## config.mk

```make
export PLATFORM = sky130hd
export DESIGN_NAME = wb_port_arbiter_flat
export DESIGN_NICKNAME = d
export VERILOG_FILES = /design/src/rtl/riscv_pkg.sv /design/src/rtl/wb_port_arbiter_if.sv /design/src/rtl/wb_result_fifo.sv /design/src/rtl/wb_port_arbiter.sv /design/src/flat_wrapper.sv
export SDC_FILE = /design/constraint.sdc
export NUM_CORES = 1
export LEC_CHECK = 0
export CAP_MARGIN = 10
export CORE_MARGIN = 3
export CORE_UTILIZATION = 44
export CTS_BUF_LIST = sky130_fd_sc_hd__clkbuf_8
export DETAILED_ROUTE_END_ITERATION = 7
export PLACE_DENSITY = 0.79
export RECOVER_POWER = 25
export SYNTH_ARGS = -nofsm -noshare
export SYNTH_HDL_FRONTEND = slang
export SYNTH_HIERARCHICAL = 1
export SYNTH_SLANG_ARGS = --single-unit
```

## constraint.sdc

```tcl
create_clock -name clk -period 2.3 [get_ports clk]
set_input_delay 0.345 -clock clk [delete_from_list [all_inputs] [get_ports clk]]
set_output_delay 0.345 -clock clk [all_outputs]
set_load 0.01 [all_outputs]
```

## src/rtl/riscv_pkg.sv

```systemverilog
// Shared RISC-V core definitions used by the writeback port arbiter.
//   XLEN / REG_ADDR_W : datapath and register-address widths
//   wb_sel_e          : which source owns the register-file write port
//   reg_onehot        : one-hot decode of a register address
package riscv_pkg;
  localparam int XLEN       = 32;
  localparam int REG_ADDR_W = 5;

  typedef enum logic {
    SEL_PIPE = 1'b0,
    SEL_LU   = 1'b1
  } wb_sel_e;

  function automatic logic [XLEN-1:0] reg_onehot(input logic [REG_ADDR_W-1:0] rd);
    reg_onehot = XLEN'(1) << rd;
  endfunction
endpackage

```

## src/rtl/wb_port_arbiter_if.sv

```systemverilog
// Bus bundle between the writeback stage / long-latency unit and the
// register-file write port arbiter.
//   wb_*  : in-order pipeline writeback request
//   lu_*  : long-latency (mul/div) result handshake and pending mask
//   rf_*  : register-file write port, stall_o back to the pipeline
// Modports: slave = arbiter side, master = surrounding core side.
interface wb_port_arbiter_if;
  import riscv_pkg::*;

  logic                  wb_regwrite_i;
  logic [REG_ADDR_W-1:0] wb_rd_i;
  logic [XLEN-1:0]       wb_wdata_i;
  logic                  lu_valid_i;
  logic                  lu_ready_o;
  logic [REG_ADDR_W-1:0] lu_rd_i;
  logic [XLEN-1:0]       lu_wdata_i;
  logic                  rf_we_o;
  logic [REG_ADDR_W-1:0] rf_waddr_o;
  logic [XLEN-1:0]       rf_wdata_o;
  logic                  stall_o;
  logic [XLEN-1:0]       lu_pending_o;

  modport slave (
    input  wb_regwrite_i, wb_rd_i, wb_wdata_i,
    input  lu_valid_i, lu_rd_i, lu_wdata_i,
    output lu_ready_o, rf_we_o, rf_waddr_o, rf_wdata_o, stall_o, lu_pending_o
  );

  modport master (
    output wb_regwrite_i, wb_rd_i, wb_wdata_i,
    output lu_valid_i, lu_rd_i, lu_wdata_i,
    input  lu_ready_o, rf_we_o, rf_waddr_o, rf_wdata_o, stall_o, lu_pending_o
  );
endinterface

```

## src/rtl/wb_result_fifo.sv

```systemverilog
// Buffer of long-latency results {rd, data} awaiting the register-file port.
//   clk, rst          : clock, asynchronous active-low reset
//   push, push_rd/data: enqueue (ignored when full)
//   pop               : dequeue head (ignored when empty)
//   head_rd/data      : oldest entry
//   count, full, empty: occupancy
//   pending           : OR of one-hot(rd) over all buffered entries
module wb_result_fifo
  import riscv_pkg::*;
#(
  parameter int DEPTH = 2
) (
  input  logic                       clk,
  input  logic                       rst,
  input  logic                       push,
  input  logic [REG_ADDR_W-1:0]      push_rd,
  input  logic [XLEN-1:0]            push_data,
  input  logic                       pop,
  output logic [REG_ADDR_W-1:0]      head_rd,
  output logic [XLEN-1:0]            head_data,
  output logic [$clog2(DEPTH):0]     count,
  output logic                       full,
  output logic                       empty,
  output logic [XLEN-1:0]            pending
);
  localparam int AW = $clog2(DEPTH);

  logic [REG_ADDR_W-1:0] mem_rd   [DEPTH];
  logic [XLEN-1:0]       mem_data [DEPTH];
  logic [DEPTH-1:0]      vld;
  logic [AW-1:0]         wr_ptr, rd_ptr;
  logic [AW:0]           cnt;
  logic                  push_ok, pop_ok;

  assign full    = (cnt == (AW+1)'(DEPTH));
  assign empty   = (cnt == '0);
  assign push_ok = push && !full;
  assign pop_ok  = pop && !empty;
  assign count   = cnt;

  assign head_rd   = mem_rd[rd_ptr];
  assign head_data = mem_data[rd_ptr];

  // Per-entry valid bits let the pending mask be formed without walking
  // the pointer range; push and pop never hit the same slot in one cycle.
  always_ff @(posedge clk or negedge rst) begin
    if (!rst) begin
      wr_ptr <= '0;
      rd_ptr <= '0;
      cnt    <= '0;
      vld    <= '0;
      for (int i = 0; i < DEPTH; i++) begin
        mem_rd[i]   <= '0;
        mem_data[i] <= '0;
      end
    end else begin
      if (push_ok) begin
        mem_rd[wr_ptr]   <= push_rd;
        mem_data[wr_ptr] <= push_data;
        vld[wr_ptr]      <= 1'b1;
        wr_ptr           <= wr_ptr + 1'b1;
      end
      if (pop_ok) begin
        vld[rd_ptr] <= 1'b0;
        rd_ptr      <= rd_ptr + 1'b1;
      end
      case ({push_ok, pop_ok})
        2'b10:   cnt <= cnt + 1'b1;
        2'b01:   cnt <= cnt - 1'b1;
        default: cnt <= cnt;
      endcase
    end
  end

  always_comb begin
    pending = '0;
    for (int i = 0; i < DEPTH; i++) begin
      if (vld[i]) pending = pending | reg_onehot(mem_rd[i]);
    end
  end
endmodule

```

## src/rtl/wb_port_arbiter.sv

```systemverilog
// Arbitrates the single register-file write port between the pipeline
// writeback stage and buffered long-latency results. The pipeline wins
// by default; after STARVE_LIMIT consecutive denials of a waiting result
// the pipeline is stalled for one cycle and the FIFO head is written.
//   clk, rst : clock, asynchronous active-low reset
//   bus      : wb_port_arbiter_if.slave (wb_*, lu_*, rf_*, stall_o)
module wb_port_arbiter
  import riscv_pkg::*;
#(
  parameter int FIFO_DEPTH   = 2,
  parameter int STARVE_LIMIT = 4
) (
  input  logic              clk,
  input  logic              rst,
  wb_port_arbiter_if.slave  bus
);
  localparam int CW = $clog2(FIFO_DEPTH) + 1;
  localparam int SW = $clog2(STARVE_LIMIT + 1);
  localparam logic [SW-1:0] STARVE_INIT = SW'(STARVE_LIMIT);

  logic [REG_ADDR_W-1:0] head_rd;
  logic [XLEN-1:0]       head_data;
  logic [CW-1:0]         fifo_count;
  logic                  fifo_full, fifo_empty;
  logic [XLEN-1:0]       pending;

  logic                  pipe_req, lu_push, lu_pop, force_lu;
  wb_sel_e               sel;
  // Remaining denials before the head is forced; zero is terminal count.
  logic [SW-1:0]         starve_left;
  logic                  starve_tc;

  assign pipe_req  = bus.wb_regwrite_i && (bus.wb_rd_i != '0);
  // rd=0 results complete the handshake but are never buffered.
  assign lu_push   = bus.lu_valid_i && !fifo_full && (bus.lu_rd_i != '0);
  assign starve_tc = (starve_left == '0);

  always_comb begin
    sel      = SEL_PIPE;
    force_lu = 1'b0;
    if (!fifo_empty) begin
      if (!pipe_req) begin
        sel = SEL_LU;
      end else if (starve_tc) begin
        sel      = SEL_LU;
        force_lu = 1'b1;
      end
    end
  end

  assign lu_pop = !fifo_empty && (sel == SEL_LU);

  always_ff @(posedge clk or negedge rst) begin
    if (!rst) begin
      starve_left <= STARVE_INIT;
    end else if (fifo_empty || lu_pop) begin
      starve_left <= STARVE_INIT;
    end else if (!starve_tc) begin
      starve_left <= starve_left - 1'b1;
    end
  end

  wb_result_fifo #(.DEPTH(FIFO_DEPTH)) u_fifo (
    .clk       (clk),
    .rst       (rst),
    .push      (lu_push),
    .push_rd   (bus.lu_rd_i),
    .push_data (bus.lu_wdata_i),
    .pop       (lu_pop),
    .head_rd   (head_rd),
    .head_data (head_data),
    .count     (fifo_count),
    .full      (fifo_full),
    .empty     (fifo_empty),
    .pending   (pending)
  );

  // Outputs are forced quiet while reset is held, independent of inputs.
  assign bus.lu_ready_o   = (fifo_count < CW'(FIFO_DEPTH));
  assign bus.rf_we_o      = rst && ((sel == SEL_LU) || pipe_req);
  assign bus.rf_waddr_o   = !rst ? '0 : (sel == SEL_LU) ? head_rd   : bus.wb_rd_i;
  assign bus.rf_wdata_o   = !rst ? '0 : (sel == SEL_LU) ? head_data : bus.wb_wdata_i;
  assign bus.stall_o      = rst && force_lu;
  assign bus.lu_pending_o = pending;
endmodule

```

## src/flat_wrapper.sv

```systemverilog
// flat-port wrapper written by rule: the top's interface ports become plain ports
module wb_port_arbiter_flat import riscv_pkg::*;
#(
  parameter int FIFO_DEPTH   = 2,
  parameter int STARVE_LIMIT = 4
)
  (clk, rst, bus_wb_regwrite_i, bus_wb_rd_i, bus_wb_wdata_i, bus_lu_valid_i, bus_lu_rd_i, bus_lu_wdata_i, bus_lu_ready_o, bus_rf_we_o, bus_rf_waddr_o, bus_rf_wdata_o, bus_stall_o, bus_lu_pending_o);
  wb_port_arbiter_if bus_i ();
  input  logic clk;
  input  logic rst;
  input wire logic [$bits(bus_i.wb_regwrite_i)-1:0] bus_wb_regwrite_i;
  input wire logic [$bits(bus_i.wb_rd_i)-1:0] bus_wb_rd_i;
  input wire logic [$bits(bus_i.wb_wdata_i)-1:0] bus_wb_wdata_i;
  input wire logic [$bits(bus_i.lu_valid_i)-1:0] bus_lu_valid_i;
  input wire logic [$bits(bus_i.lu_rd_i)-1:0] bus_lu_rd_i;
  input wire logic [$bits(bus_i.lu_wdata_i)-1:0] bus_lu_wdata_i;
  output wire logic [$bits(bus_i.lu_ready_o)-1:0] bus_lu_ready_o;
  output wire logic [$bits(bus_i.rf_we_o)-1:0] bus_rf_we_o;
  output wire logic [$bits(bus_i.rf_waddr_o)-1:0] bus_rf_waddr_o;
  output wire logic [$bits(bus_i.rf_wdata_o)-1:0] bus_rf_wdata_o;
  output wire logic [$bits(bus_i.stall_o)-1:0] bus_stall_o;
  output wire logic [$bits(bus_i.lu_pending_o)-1:0] bus_lu_pending_o;
  assign bus_i.wb_regwrite_i = bus_wb_regwrite_i;
  assign bus_i.wb_rd_i = bus_wb_rd_i;
  assign bus_i.wb_wdata_i = bus_wb_wdata_i;
  assign bus_i.lu_valid_i = bus_lu_valid_i;
  assign bus_i.lu_rd_i = bus_lu_rd_i;
  assign bus_i.lu_wdata_i = bus_lu_wdata_i;
  assign bus_lu_ready_o = bus_i.lu_ready_o;
  assign bus_rf_we_o = bus_i.rf_we_o;
  assign bus_rf_waddr_o = bus_i.rf_waddr_o;
  assign bus_rf_wdata_o = bus_i.rf_wdata_o;
  assign bus_stall_o = bus_i.stall_o;
  assign bus_lu_pending_o = bus_i.lu_pending_o;
  wb_port_arbiter #(.FIFO_DEPTH(FIFO_DEPTH), .STARVE_LIMIT(STARVE_LIMIT)) u_core (.clk(clk), .rst(rst), .bus(bus_i));
endmodule
```

==> impl_metrics.json <==
{
  "outcome": "finished, violations left",
  "violations": "setup timing",
  "worst_slew_pin_slew_ns": 1.04,
  "r2r_slack_ns": 0.09,
  "tritoncts": "done",
  "reg2reg_depth": 11,
  "worstSkewPairLatency_ns": 0.35,
  "finalNetCount": 707,
  "crit_path_end": "bus_rf_wdata_o[25]",
  "wl_mm": 13.8,
  "grt_overflow": 0,
  "yosys_register_bits": 83,
  "yosysWarnings": 6,
  "p_per_area_nw_per_um2": 1260,
  "synthFlopType": "dfrtp_1",
  "async_flop_share_pct": 100,
  "grtUsageTotal_pct": 21.2,
  "fin_crit_sh_pct": 105,
  "synthCells": 449,
  "n_antenna_cell": 0,
  "cts_buffers": 9,
  "clkTransAtPathRegs_ns": 0.07,
  "endpoint_kind": "primary output",
  "cts_sinks": 83,
  "yosys.area.top_type": "dfrtp_1",
  "grt_pass1_wl_mm": 21.7,
  "fin_tns_setup_ns": -1.27,
  "wire_per_inst_um": 17.9,
  "holdCritPathClass": "input pin to asynchronous set/reset pin",
  "dp_hpwl_mm": 9.73,
  "area_growth_pct": 43.5,
  "layout-drive-gt1-share_pct": 38.7,
  "die_y_um": 112,
  "grt_antenna_before_repair": 0,
  "power.leakage_nw": 3.40,
  "ant_nets": 0,
  "crit_type": "input pin to primary output",
  "rows": 38,
  "arrival_ns": 2.06,
  "start_kind": "input pin",
  "drt_iter0_drc": 330,
  "setup_viol": 26,
  "cts_buffer_depth": 2,
  "root_buffer": "clkbuf_8",
  "synth_edf_count": 0,
  "crit_required_ns": 1.96,
  "cts_htree_levels": 3,
  "die_area_um2": 12600,
  "grt_start_max_net_pins": 79,
  "grt_pass1_vias": 4308,
  "seq_area_frac_synth_pct": 42.0,
  "setup_slack_ns": -0.106,
  "critical_path.startpoint": "bus_wb_rd_i[0]",
  "die_w_um": 112,
  "vias_per_cell": 5.51,
  "synth_top_area_share_pct": 41.4,
  "rsz0062_at_grt": "yes",
  "vdd_ir_drop_max_mv": 0.524,
  "slew_headroom_pct": 30.6,
  "final_cells": 771,
  "p_total_mw": 8.95,
  "hold_viol_final": 0,
  "period_minus_slack_ns": 2.41,
  "avgSynthCellArea_um2": 11.0,
  "drt-pass1-iter-count": 5,
  "syn_nets": 530,
  "place_inst": 738,
  "pin_count": 150,
  "slew_viol_final": 0,
  "vias": 4251,
  "netlist_area_um2": 4950,
  "port_buffers": 149,
  "ys_top_cells_by_area": "dfrtp_1 41%, mux2_2 20%, mux2i_1 7.5%",
  "routabilityCongestion": 0.906,
  "skew_ns": 0.00766,
  "coreArea_um2": 10900,
  "start_util_pct": 45.3,
  "drv_cap": 0,
  "drc_errors": 0,
  "synthDistinctLibCells": 41,
  "timing.fmax_mhz": 416,
  "fin_util_pct": 65.0,
  "r2r_end": "u_core/u_fifo/count[1]",
  "fill_cells": 870,
  "r2r_start": "u_core/u_fifo/count[1]",
  "path_max_fanout": 6
}
[power breakdown]
part / internal, mW / switching [mW]
Clock: 0.502 / 0.478
Sequential: 2.24 / 0.560
Combinational: 2.96 / 2.21
[cells in the final DEF, fill, tap and decap left out, drive strengths merged, types with 2 or more instances in the layout]
cell type / n
xnor2: 4
mux2i: 37
or3: 2
nand3: 7
dlymetal6s2s: 12
dfrtp: 82
nand2b: 8
nand4: 2
clkdlybuf4s50: 81
o22a: 2
ha: 3
clkbuf: 16
mux2: 111
o22ai: 30
inv: 9
nor2: 5
nor4: 2
o32ai: 2
or2: 5
dlygate4sd2: 18
buf: 82
nand2: 89
nor3b: 2
nor2b: 7
[sequential cells by signal (all words and copies together) (netlist names)]
register and cells:
u_core/u_fifo/vld 2, u_core/starve_left 3, u_core/u_fifo/rd_ptr 1, u_core/u_fifo/wr_ptr 1, u_core/u_fifo/count 2, u_core/u_fifo/mem_rd 10
u_core/u_fifo/mem_data 64
[per-layer routing]
metal  routed length, µm  track usage, %  vias to the layer above
li1                    -               -                     1944
met1                5630            26.8                     2031
met2                6790            35.9                      234
met3                1020            5.01                       42
met4                 344            7.21                        0
met5                   0               0                        -
[cells in the mapped netlist (3+ instances only)]
master	instances
mux2_1	6
nand2_1	89
or2_2	5
nand2b_1	7
xnor2_1	4
ha_1	3
nor2_1	5
o22ai_1	30
nand3_1	7
mux2_2	86
dfrtp_1	82
nor2b_1	7
buf_1	3
inv_1	6
mux2_4	19
clkbuf_1	16
buf_6	6
mux2i_1	37
[critical path, cell delays in order]
cell             delay, ns
clkdlybuf4s50_1       0.45
or3_1                 0.35
o22a_4                0.27
buf_12                0.15
buf_12                0.14
mux2i_2               0.18
buf_2                 0.16
[layout make-up]
class                           instances  area [µm²]  area share (%)
Multi-Input combinational cell        328        2790            39.3
Clock inverter                          3        12.5           0.176
Tap cell                              140         175            2.46
Clock buffer                           13         179            2.52
Timing Repair Buffer                  197        1840            25.8
Sequential cell                        83        2090            29.4
Inverter                                7        26.3           0.370
[what timing repair did]
| item | in CTS | in global routing |
|---|---|---|
| setup endpoints to repair | 69 | 56 |
| gates cloned | 3 | 0 |
| setup buffers | 5 | 8 |
| endpoints found under the hold margin | 22 | 0 |
| gates resized for setup | 194 | 30 |
| pin swaps | 4 | 2 |
| hold buffers | 1 | 0 |
[worst min path at each step]
stage	startpoint	end	slack (ns)	cells after the start
after global routing	rst	u_core/u_fifo/mem_data[12]	0.16	2
after detailed placement	rst	u_core/u_fifo/mem_data[41]	0.35	2
after CTS	rst	u_core/u_fifo/mem_data[12]	0.006	2
final	rst	u_core/u_fifo/mem_data[44]	0.14	2
after floorplan	rst	u_core/starve_left[0]	0.05	0
after global placement	rst	u_core/u_fifo/mem_data[9]	0.35	2
[stage by stage]
step	hold slack [ns]	instance area, µm²	worst slack, ns
finish	0.138	7110	-0.106
global route	0.156	7110	-0.192
detailed placement	0.354	6740	-0.546
global placement	0.349	6740	-0.535
floorplan	0.0494	4950	0.0314
CTS	0.00611	6960	-0.111
[logic make-up after synthesis]
family,after synthesis,share of synthesized area (%)
xor+xnor,5,0.884
simple gates,134,12.5
buf+inv,38,4.65
mux,148,34.1
flops,83,42.0
compound gates,38,5.08
fa+ha+maj,3,0.758
Power figures use the tool's default switching activity.
